<file path="src/rtl/fetch_stage.sv">
// IF stage: owns the fetch PC, addresses the instruction ROM and fills the IF/ID register.
// Handles stall, flush, branch redirect, end-of-program halt and the misaligned-target fault.
module fetch_stage #(
  parameter int             N          = 64,
  parameter logic [N-1:0]   RESET_PC   = '0,
  parameter int             LAST_INDEX = 18
) (
  input  logic          clk,
  input  logic          reset,
  input  logic          pc_src,
  input  logic [N-1:0]  pc_branch,
  input  logic          stall,
  input  logic          flush,
  output logic [5:0]    imem_addr,
  input  logic [31:0]   imem_q,
  output logic [31:0]   instr_d,
  output logic [N-1:0]  pc_d,
  output logic          valid_d,
  output logic [N-1:0]  pc_f,
  output logic          halted,
  output logic          fault,
  output logic [31:0]   fetch_count
);

  typedef enum logic [1:0] {
    ST_BOOT  = 2'd0,
    ST_RUN   = 2'd1,
    ST_HALT  = 2'd2,
    ST_FAULT = 2'd3
  } state_t;

  localparam logic [5:0] LAST_WORD = 6'(LAST_INDEX);

  state_t      state, state_nxt;
  logic [N-1:0] pc_nxt;
  logic [31:0] instr_nxt;
  logic [N-1:0] pcd_nxt;
  logic        valid_nxt;
  logic [31:0] count_nxt;
  logic        bubble;
  logic        load;
  logic        misaligned;
  logic        out_of_range;
  logic [N-1:0] pc_plus4;

  assign imem_addr    = pc_f[7:2];
  assign halted       = (state == ST_HALT);
  assign fault        = (state == ST_FAULT);
  assign misaligned   = (pc_branch[1:0] != 2'b00);
  // Anything past the last ROM word (including PCs above the ROM window) ends the program.
  assign out_of_range = (pc_f[N-1:8] != '0) || (pc_f[7:2] > LAST_WORD);
  assign pc_plus4     = pc_f + N'(4);

  // NOTE: every output of this block gets a default first so no path leaves a latch.
  always_comb begin
    state_nxt = state;
    pc_nxt    = pc_f;
    bubble    = 1'b0;
    load      = 1'b0;

    unique case (state)
      ST_BOOT: begin
        bubble    = 1'b1;
        state_nxt = ST_RUN;
      end
      ST_RUN: begin
        if (pc_src && misaligned) begin
          bubble    = 1'b1;
          state_nxt = ST_FAULT;
        end else if (pc_src) begin
          bubble = 1'b1;
          pc_nxt = pc_branch;
        end else if (out_of_range && !stall) begin
          bubble    = 1'b1;
          state_nxt = ST_HALT;
        end else if (stall) begin
          bubble = flush;
        end else if (flush) begin
          bubble = 1'b1;
          pc_nxt = pc_plus4;
        end else begin
          load   = 1'b1;
          pc_nxt = pc_plus4;
        end
      end
      ST_HALT: begin
        bubble = 1'b1;
        if (pc_src) begin
          if (misaligned) begin
            state_nxt = ST_FAULT;
          end else begin
            pc_nxt    = pc_branch;
            state_nxt = ST_RUN;
          end
        end
      end
      default: begin
        bubble = 1'b1;
      end
    endcase
  end

  always_comb begin
    instr_nxt = instr_d;
    pcd_nxt   = pc_d;
    valid_nxt = valid_d;
    count_nxt = fetch_count;
    if (bubble) begin
      instr_nxt = '0;
      pcd_nxt   = '0;
      valid_nxt = 1'b0;
    end else if (load) begin
      instr_nxt = imem_q;
      pcd_nxt   = pc_f;
      valid_nxt = 1'b1;
      count_nxt = (fetch_count == '1) ? fetch_count : fetch_count + 32'd1;
    end
  end

  // NOTE: sequential state uses non-blocking assignments so all registers update together.
  always_ff @(posedge clk or negedge reset) begin
    if (!reset) begin
      state       <= ST_BOOT;
      pc_f        <= RESET_PC;
      instr_d     <= '0;
      pc_d        <= '0;
      valid_d     <= 1'b0;
      fetch_count <= '0;
    end else begin
      state       <= state_nxt;
      pc_f        <= pc_nxt;
      instr_d     <= instr_nxt;
      pc_d        <= pcd_nxt;
      valid_d     <= valid_nxt;
      fetch_count <= count_nxt;
    end
  end

endmodule

</file>
<file path="config.mk">
export PLATFORM = sky130hd
export DESIGN_NAME = fetch_stage
export DESIGN_NICKNAME = d
export VERILOG_FILES = /design/src/rtl/fetch_stage.sv
export SDC_FILE = /design/constraint.sdc
export NUM_CORES = 1
export LEC_CHECK = 0
export CAP_MARGIN = 5
export CORE_ASPECT_RATIO = 0.7
export CORE_MARGIN = 2
export CORE_UTILIZATION = 35
export CTS_CLUSTER_DIAMETER = 50
export DETAILED_ROUTE_END_ITERATION = 16
export GPL_TIMING_DRIVEN = 0
export SKIP_LAST_GASP = 1
export SLEW_MARGIN = 20
export SYNTH_ARGS = -nofsm -noshare
export SYNTH_HDL_FRONTEND = slang
export SYNTH_SLANG_ARGS = --single-unit
</file>
<file path="constraint.sdc">
create_clock -name clk -period 2.7 [get_ports clk]
set_input_delay 0.405 -clock clk [delete_from_list [all_inputs] [get_ports clk]]
set_output_delay 0.405 -clock clk [all_outputs]
set_load 0.02 [all_outputs]
</file>
==> flow_metrics.env <==
export IMPL_synth_edf_count=0
export IMPL_hp_class="in -> async"
export IMPL_synthTopCellsByArea="dfrtp_1 57%, nand2_1 6.6%, and3_1 5.3%, a21oi_1 4.6%, xor2_1 2.7%"
export IMPL_cts_buffers=17
export IMPL_crit_path_max_incr_delay_ns=0.43
export IMPL_routed_top_layer="met4"
export IMPL_wirelength_mm=30.6
export IMPL_critPathTopFamily="simple AND/OR/NAND/NOR gates"
export IMPL_drive_gt1_frac=0.0869
export IMPL_syn2layout_area_growth_pct=49.9
export IMPL_gp_congestion=0.888
export IMPL_globalRouteOverflowTotal=0
export IMPL_finalNetCount=1329
export IMPL_root_buffer="clkbuf_16"
export IMPL_synth_seq_cells=195
export IMPL_wl_per_cell_microns=19.6
export IMPL_path_clk_slew_ns=0.08
export IMPL_fmax_ghz=0.378
export IMPL_syn_instance_count=891
export IMPL_die_area_sq_um=25900
export IMPL_grt_max_degree=70
export IMPL_start_util=0.353
export IMPL_path_buf_inv=1
export IMPL_path_cells="nor4_1 > nand4_1 > nor2_4 > nand4_1 > buf_6 > nor4_1 > mux2_2"
export IMPL_ys_top_cells_by_count="195 x dfrtp_1, 152 x nand2_1, 80 x a21oi_1"
export IMPL_detailroute_via_count=8117
export IMPL_fin_cells=1559
export IMPL_worstPathRequired_ns=3.02
export IMPL_rsz0062_at_grt="yes"
export IMPL_dp_cells=1518
export IMPL_multi_input_area_sq_um=3620
export IMPL_yosysWarnings=0
export IMPL_wl_met3_mm=3.28
export IMPL_ir_drop_mv=0.502
export IMPL_cp_end_kind="flip-flop"
export IMPL_avgSynthCellArea_sq_um=9.68
export IMPL_synth_ff_type="dfrtp_1"
export IMPL_htree_levels=4
export IMPL_port_buffers=300
export IMPL_period_minus_slack_ns=2.64
export IMPL_tightest_slew_ns=0.657
export IMPL_synth_most_common_cell="dfrtp_1"
export IMPL_core_area_sq_um=24400
export IMPL_cap_violations=0
export IMPL_worst_endpoint_arrival_ns=2.96
export IMPL_final_hold_violation_count=0
export IMPL_ys_seq_area_frac=0.566
export IMPL_fin_crit_sh=0.979
export IMPL_fp_dieH_microns=135
export IMPL_cpMaxStageDelayCell="dfrtp_1"
export IMPL_power_w=0.0102
export IMPL_setup_violations=0
export IMPL_initialDrtViolationCount=658
export IMPL_ys_types=52
export IMPL_drc=0
export IMPL_first_pass_iters=5
export IMPL_final_cell_area_sq_um=12900
export IMPL_synth_async_reset_ratio=1.00
export IMPL_finalWorstSetupSlack_ns=0.0556
export IMPL_synth_top_area_cell="dfrtp_1"
export IMPL_m1WireLength_mm=14.1
export IMPL_track_usage=0.236
export IMPL_status="completed"
export IMPL_die_w_microns=192
export IMPL_clock_path_buffers=2
export IMPL_io_pins=302
export IMPL_cts_tree="yes"
export IMPL_met2WireLength_mm=12.9
export IMPL_fin_skew_ns=0.0157
export IMPL_ant_nets=0
export IMPL_cp_max_fo=8
export IMPL_hpwl_mm=22.4
export IMPL_clkLatencyLatePin_ns=0.44
export IMPL_pwr_density_cell_nw_per_um2=789
export IMPL_synth_top_cell_area_share=0.566
export IMPL_seq_area_sq_um=4880
export IMPL_clock_sinks=195
export IMPL_dp_worst_setup_slack_ns=-0.321
export IMPL_via_per_inst=5.21
export IMPL_grt_antenna_before_repair=2
export IMPL_rows=48
export IMPL_power_leakage_nw=5.65
export IMPL_synth_nets=999
export IMPL_crit_type="reg -> reg"
export IMPL_grt_pass1_wl_mm=46.6
export IMPL_worstSetupStartpointType="flip-flop"
export IMPL_relSlewSlack=0.558
export IMPL_grt_pass1_vias=7868
export IMPL_syn_area_sq_um=8630
export IMPL_maxSlewViolCount=0
export IMPL_fillCellCount=2224
export IMPL_setup_tns_final_ns=0
export IMPL_post_dp_cell_area_sq_um=12100
-- final timing paths --
| kind | cells after the start | to | slack (ns) | from |
|---|---|---|---|---|
| min in group clk | 3 | instr_d[8] | 0.50 | imem_q[8] |
| hold / removal | 2 | valid_d | 0.48 | reset |
| max in group asynchronous | 4 | pc_f[61] | 1.11 | reset |
| setup reg to reg | 7 | fetch_count[31] | 0.06 | pc_f[60] |
| setup / recovery | 7 | fetch_count[31] | 0.06 | pc_f[60] |
| hold reg to reg | 1 | fetch_count[30] | 0.50 | fetch_count[30] |
-- timing repair --
action | CTS | global route
gates resized for setup | 7 | 46
pin swaps | 1 | 5
endpoints found under the setup margin | 59 | 94
setup buffers | 0 | 9
gates cloned | 0 | 0
hold buffers | 1 | 0
hold endpoints to repair | 61 | 0
-- sequential cells by signal (all words and copies together), names as in the netlist --
| register | flops |
|---|---|
| pc_d | 64 |
| pc_f | 64 |
| fetch_count | 32 |
| instr_d | 32 |
| state | 2 |
| valid_d | 1 |
-- cell families (layout without fill, tap and decap cells) --
family / after synthesis / after routing / synth area share
AND/OR/NAND/NOR: 416 / 416 / 0.242
flip-flops: 195 / 195 / 0.566
AO/OA/AOI/OAI: 165 / 165 / 0.110
buffers and inverters: 74 / 415 / 0.0367
XOR/XNOR: 29 / 29 / 0.0294
adder cells (fa/ha/maj): 7 / 7 / 0.0102
multiplexers: 5 / 5 / 0.00609
other: 0 / 2 / 0
-- power by group --
| part | switching, W | total, W | internal [W] |
|---|---|---|---|
| clock network | 0.00121 | 0.00246 | 0.00125 |
| registers | 0.000806 | 0.00423 | 0.00342 |
| logic | 0.00189 | 0.00352 | 0.00163 |
| total | 0.00391 | 0.0102 | 0.00629 |
-- layer usage --
metal | vias up | global-route usage
li1 | 3808 | -
met1 | 3969 | 0.341
met2 | 319 | 0.325
met3 | 21 | 0.0961
met4 | 0 | 0.0607
met5 | - | 0
-- layout by cell type, fill, tap and decap left out, types with 3 or more instances in the layout --
cell type / Yosys / final
a31oi_1: 6 / 5
clkdlybuf4s50_1: 0 / 299
o22ai_1: 17 / 17
or2_2: 6 / 6
nor3b_1: 4 / 3
nor2_1: 61 / 59
buf_4: 7 / 16
a41oi_1: 4 / 4
mux2i_1: 3 / 3
xor2_1: 27 / 27
ha_1: 7 / 7
nor3_2: 0 / 7
nand4_1: 23 / 23
nor4_1: 29 / 13
dfrtp_1: 195 / 194
a21oi_1: 80 / 80
clkbuf_1: 46 / 36
and3_1: 73 / 73
inv_6: 0 / 3
clkbuf_16: 0 / 17
nand3_1: 29 / 28
nor3_1: 16 / 8
or3_1: 5 / 5
nor4_2: 0 / 16
o32a_1: 4 / 4
inv_1: 15 / 15
inv_8: 0 / 3
o21ai_0: 38 / 38
nand2_1: 152 / 152
clkinvlp_4: 0 / 3
and4_1: 6 / 6
clkbuf_2: 0 / 9
-- per-stage QoR --
step | hold slack, ns | util
after floorplan | 0.109 | -
after global placement | 0.498 | 0.492
after detailed placement | 0.375 | 0.495
after CTS | 0.484 | 0.519
after global routing | 0.499 | 0.529
final | 0.482 | 0.529
-- area by class of cell --
type	instances	area share
diodes	2	0.000387
plain buffers	58	0.0214
clock buffers	19	0.0350
clock inverters	11	0.00745
inverters	15	0.00435
multi-input cells	622	0.280
flip-flops and latches	195	0.377
well taps	325	0.0314
repair buffers	312	0.243
Power figures use the tool's default switching activity.
